## config.mk

```make
export PLATFORM = sky130hd
export DESIGN_NAME = serial_subtractor
export DESIGN_NICKNAME = d
export VERILOG_FILES = /design/src/rtl/serial_subtractor.sv
export SDC_FILE = /design/constraint.sdc
export NUM_CORES = 1
export LEC_CHECK = 0
export CAP_MARGIN = 0
export CORE_MARGIN = 1
export CORE_UTILIZATION = 53
export CTS_CLUSTER_DIAMETER = 40
export DETAILED_ROUTE_END_ITERATION = 6
export GPL_TIMING_DRIVEN = 0
export PLACE_DENSITY_LB_ADDON = 0.1
export RECOVER_POWER = 100
export SKIP_CTS_REPAIR_TIMING = 1
export SLEW_MARGIN = 20
export SYNTH_ARGS = -nofsm -noshare
export SYNTH_HDL_FRONTEND = slang
export SYNTH_SLANG_ARGS = --single-unit
```

## constraint.sdc

```tcl
create_clock -name clk -period 2.5 [get_ports clk]
set_input_delay 0.5 -clock clk [delete_from_list [all_inputs] [get_ports clk]]
set_output_delay 0.5 -clock clk [all_outputs]
set_load 0.02 [all_outputs]
```

## src/rtl/serial_subtractor.sv

```systemverilog
`timescale 1ns/1ps
// serial_subtractor: bit-serial N-bit subtractor, diff = a0 - a1 - bi.
// A single full-subtractor cell is reused over N cycles, LSB first.
// Operands enter and results leave through valid/ready handshakes.
module serial_subtractor #(
  parameter int N = 4
) (
  input  logic         clk,
  input  logic         rst,
  input  logic         in_valid,
  output logic         in_ready,
  input  logic [N-1:0] a0,
  input  logic [N-1:0] a1,
  input  logic         bi,
  output logic         out_valid,
  input  logic         out_ready,
  output logic [N-1:0] diff,
  output logic         bo
);

  localparam int CW = $clog2(N + 1);
  localparam logic [CW-1:0] LAST_BIT = CW'(N - 1);

  typedef enum logic [1:0] {
    IDLE,
    RUN,
    DONE
  } state_t;

  state_t         r_state;
  logic [N-1:0]   r_a0;
  logic [N-1:0]   r_a1;
  logic [N-1:0]   r_diff;
  logic [CW-1:0]  r_count;
  logic           r_borrow;
  logic           r_bo;
  logic           r_out_valid;

  logic           w_x;
  logic           w_y;
  logic           w_d;
  logic           w_borrow_next;
  logic [N-1:0]   w_d_vec;
  logic [N-1:0]   w_diff_next;

  // Full-subtractor cell on the current operand bits; the operands are
  // shifted right each RUN cycle, so bit k = count always sits at the LSB.
  always_comb begin
    w_x           = r_a0[0];
    w_y           = r_a1[0];
    w_d           = w_x ^ w_y ^ r_borrow;
    w_borrow_next = (~w_x & w_y) | (~(w_x ^ w_y) & r_borrow);
    w_d_vec       = N'(w_d);
    // Result fills from the MSB side so that after N shifts bit 0 is the LSB.
    w_diff_next   = (r_diff >> 1) | (w_d_vec << (N - 1));
  end

  // Control FSM plus the operand, result and borrow datapath registers.
  // NOTE: all sequential state uses non-blocking assignments so every register
  // samples the pre-edge values, independent of statement order.
  always_ff @(posedge clk or posedge rst) begin
    if (rst) begin
      r_state     <= IDLE;
      r_a0        <= '0;
      r_a1        <= '0;
      r_diff      <= '0;
      r_count     <= '0;
      r_borrow    <= 1'b0;
      r_bo        <= 1'b0;
      r_out_valid <= 1'b0;
    end else begin
      case (r_state)
        IDLE: begin
          if (in_valid) begin
            r_a0     <= a0;
            r_a1     <= a1;
            r_borrow <= bi;
            r_count  <= '0;
            r_state  <= RUN;
          end
        end
        RUN: begin
          r_a0     <= r_a0 >> 1;
          r_a1     <= r_a1 >> 1;
          r_diff   <= w_diff_next;
          r_borrow <= w_borrow_next;
          r_count  <= r_count + CW'(1);
          if (r_count == LAST_BIT) begin
            r_bo        <= w_borrow_next;
            r_out_valid <= 1'b1;
            r_state     <= DONE;
          end
        end
        DONE: begin
          // Result is held until the consumer takes it; accept waits a cycle.
          if (out_ready) begin
            r_out_valid <= 1'b0;
            r_state     <= IDLE;
          end
        end
        default: begin
          r_out_valid <= 1'b0;
          r_state     <= IDLE;
        end
      endcase
    end
  end

  assign in_ready  = (r_state == IDLE);
  assign out_valid = r_out_valid;
  assign diff      = r_diff;
  assign bo        = r_bo;

endmodule
```

==> out/qor.csv <==
stage;metric;value;unit
run_status;status;completed;
detailed_routing;final WL;1.80;mm
timing;skew final;4.21;ps
global_routing;vias in the first global route;711;
timing;Final min period;2350;ps
yosys;Synth Flop Type;dfrtp_1;
timing;RSZ-0062 raised after global routing;no;
detailed_routing;vias per cell;5.43;
job;max_cap viols;0;
clocking;Root Buffer;clkbuf_4;
yosys;Synth Net Count;95;
floorplan;row count;15;
detailed_routing;Post-DRT Antenna Nets;0;
critical_path;Crit Path Category;flop to output port;
power_and_ir_drop;pwr dens;1320;nW/µm²
place;final RePlAce weighted congestion;0.719;
final_layout;Final Non-Filler Cells;127;
timing;setup TNS;0;ps
floorplan;Die Width;44.7;µm
detailed_routing;routed len/inst;14.2;µm
yosys;mux cell area share after synthesis;6.87;%
clocking;# clock sinks;20;
floorplan;die height;44.7;µm
critical_path;type of destination of the critical path;output port;
yosys;Synth Warn #;0;
yosys;Post-synth EDFFs;0;
yosys;Post-Synth Adder-Cell Area;4.67;%
clocking;total CTS buffers;3;
timing;f_max;425;MHz
global_routing;initial antenna violation count;0;
timing;worst slew pin tran;767;ps
yosys;XOR/XNOR Fraction of Synth Area;0;%
yosys;asr flop ratio synth;100;%
yosys;largest family of logic cells by synthesized area;compound AO/OA/AOI/OAI gates;
critical_path;worst-path fanout max;7;
floorplan;core area;1710;µm²
detailed_routing;Post-route DRC;0;
yosys;simple-gate area share of the yosys netlist;12.1;%
place;dpl cells;123;
timing;hold_ws;509;ps
yosys;register area share after synthesis;51.9;%
global_routing;GRT Total Usage;21.6;%
power_and_ir_drop;leakage power;0.537;nW
timing;period utilization;94.0;%
global_routing;largest net degree at the start of global routing;21;
critical_path;Worst EP required;2000;ps
global_routing;global-route wire length before repair;3.18;mm
floorplan;Initial Util;56.5;%
detailed_routing;DRT iter0 DRCs;17;
clocking;H-Tree Depth;1;
clocking;clock buffer depth;2;
place;DP Wirelength;1.26;mm
yosys;post-synthesis compound-gate area fraction;15.4;%
timing;Worst slew margin;48.8;%
critical_path;crit path DAT;1850;ps
final_layout;cell area after layout;1210;µm²
yosys;Mapped Cells;79;
yosys;Avg Cell Area, Syn;12.2;µm²
yosys;Yosys cell types;23;
detailed_routing;1st-pass router iterations;4;
timing;final setup fails;0;
worst_hold_path;worst min path class;flop to flop;
final_layout;fraction of layout cells with a size suffix above 1;12.7;%
critical_path;startpoint types;flop;
final_layout;layout net count;119;
detailed_routing;via count;689;
final_layout;Layout area overhead;25.7;%
final_layout;n_diodes;0;
floorplan;IO Count;20;
power_and_ir_drop;Peak VDD IR;0.000717;V
place;port buffer count;19;
timing;final hold violations;0;
clocking;TritonCTS clock tree;yes;
floorplan;die area;1990;µm²
clocking;Clk pin slew, worst setup/hold paths;110;ps
clocking;latest clock arrival within the worst-skew pair;290;ps
timing;final slew viol count;0;
yosys;synthesized area;965;µm²
place;Post-Place Cell Area;1190;µm²
global_routing;global route total overflow;0;
yosys;Yosys reg bits;20;
-- worst paths after layout --
kind | startpoint | end | slack, ps | depth (start not counted)
max | r_state[1]$_DFFE_PP0P_ | in_ready | 150 | 2
min | r_a0[3]$_DFFE_PP0P_ | r_a0[3]$_DFFE_PP0P_ | 510 | 1
max reg2reg | r_state[0]$_DFFE_PP0P_ | r_a1[0]$_DFFE_PP0P_ | 1010 | 4
min reg2reg | r_a0[3]$_DFFE_PP0P_ | r_a0[3]$_DFFE_PP0P_ | 510 | 1
max in group asynchronous | rst | r_a0[3]$_DFFE_PP0P_ | 1250 | 2
min in group asynchronous | rst | r_a0[1]$_DFFE_PP0P_ | 770 | 2
-- layout by cell type, fill, tap and decap left out --
cell type,count
clkbuf_1,3
clkbuf_4,3
dfrtp_1,20
clkdlybuf4s50_1,11
a32o_1,2
inv_1,10
mux2i_1,1
nand3b_1,1
dlygate4sd3_1,8
ha_1,2
mux2_2,5
buf_2,1
buf_6,1
nor4b_1,4
bufinv_16,1
nor2_1,6
nand2b_1,3
fa_1,1
a21oi_1,2
a221oi_1,4
o21bai_1,1
o2bb2ai_1,2
a22o_1,2
nor2b_1,3
nor2b_4,1
a222oi_1,3
buf_4,1
-- kinds of logic (layout without fill, tap and decap cells) --
logic type	count (synthesis)	in the layout
flops	20	20
simple gates	18	18
compound gates	16	16
buf+inv	16	39
mux	6	6
fa+ha+maj	3	3
-- cell usage after synthesis (2+ instances only) --
library cell  number  area [µm²]
inv_1             10        37.5
mux2_2             5        56.3
dfrtp_1           20         500
a22o_1             2        17.5
nor2b_1            3        18.8
a222oi_1           3        30.0
a221oi_1           4        35.0
ha_1               2        25.0
buf_6              3        33.8
nor2_1             6        22.5
nor4b_1            4        35.0
a21oi_1            2        10.0
a32o_1             2        20.0
nand2b_1           3        18.8
o2bb2ai_1          2        17.5
-- layer usage --
metal	vias up	routed length, µm	part of all wire (%)	track usage (%)
met5	-	0	0	0
met2	17	882	49	37.1
met3	0	67	3.7	2.45
met4	0	0	0	3.64
li1	330	-	-	-
met1	342	848	47	30.1
-- registers in the layout, indices dropped and copies added, names as in the netlist --
| signal | flops |
|---|---|
| diff | 4 |
| r_a0 | 4 |
| r_a1 | 4 |
| r_count | 3 |
| r_state | 2 |
| bo | 1 |
| out_valid | 1 |
| r_borrow | 1 |
-- worst max-delay path: stages, from the launching register on --
cell	delay, ps
dfrtp_1	490
nor2_1	390
clkdlybuf4s50_1	690
-- report_power, final --
part	internal [mW]	leakage [nW]	switching [mW]
logic	0.377	0.271	0.396
clock network	0.162	0.0279	0.0961
registers	0.480	0.238	0.0844
-- metrics by stage --
step                      util (%)  total power, mW  setup WS (ps)
after CTS                     72.5             1.68            149
after global routing          71.0             1.72           42.8
after global placement        69.5             1.38            479
after floorplan                  -             1.15           1090
final                         71.0             1.60            149
after detailed placement      69.5             1.41            486
-- final cells by class --
cell class	instances	area [µm²]
plain buffers	6	35.0
clock buffers	3	22.5
well taps	25	31.3
clock inverters	1	30.0
fillers	135	495
repair buffers	19	190
inverters	10	37.5
flip-flops and latches	20	500
multi-input cells	43	365
Power figures use the tool's default switching activity.
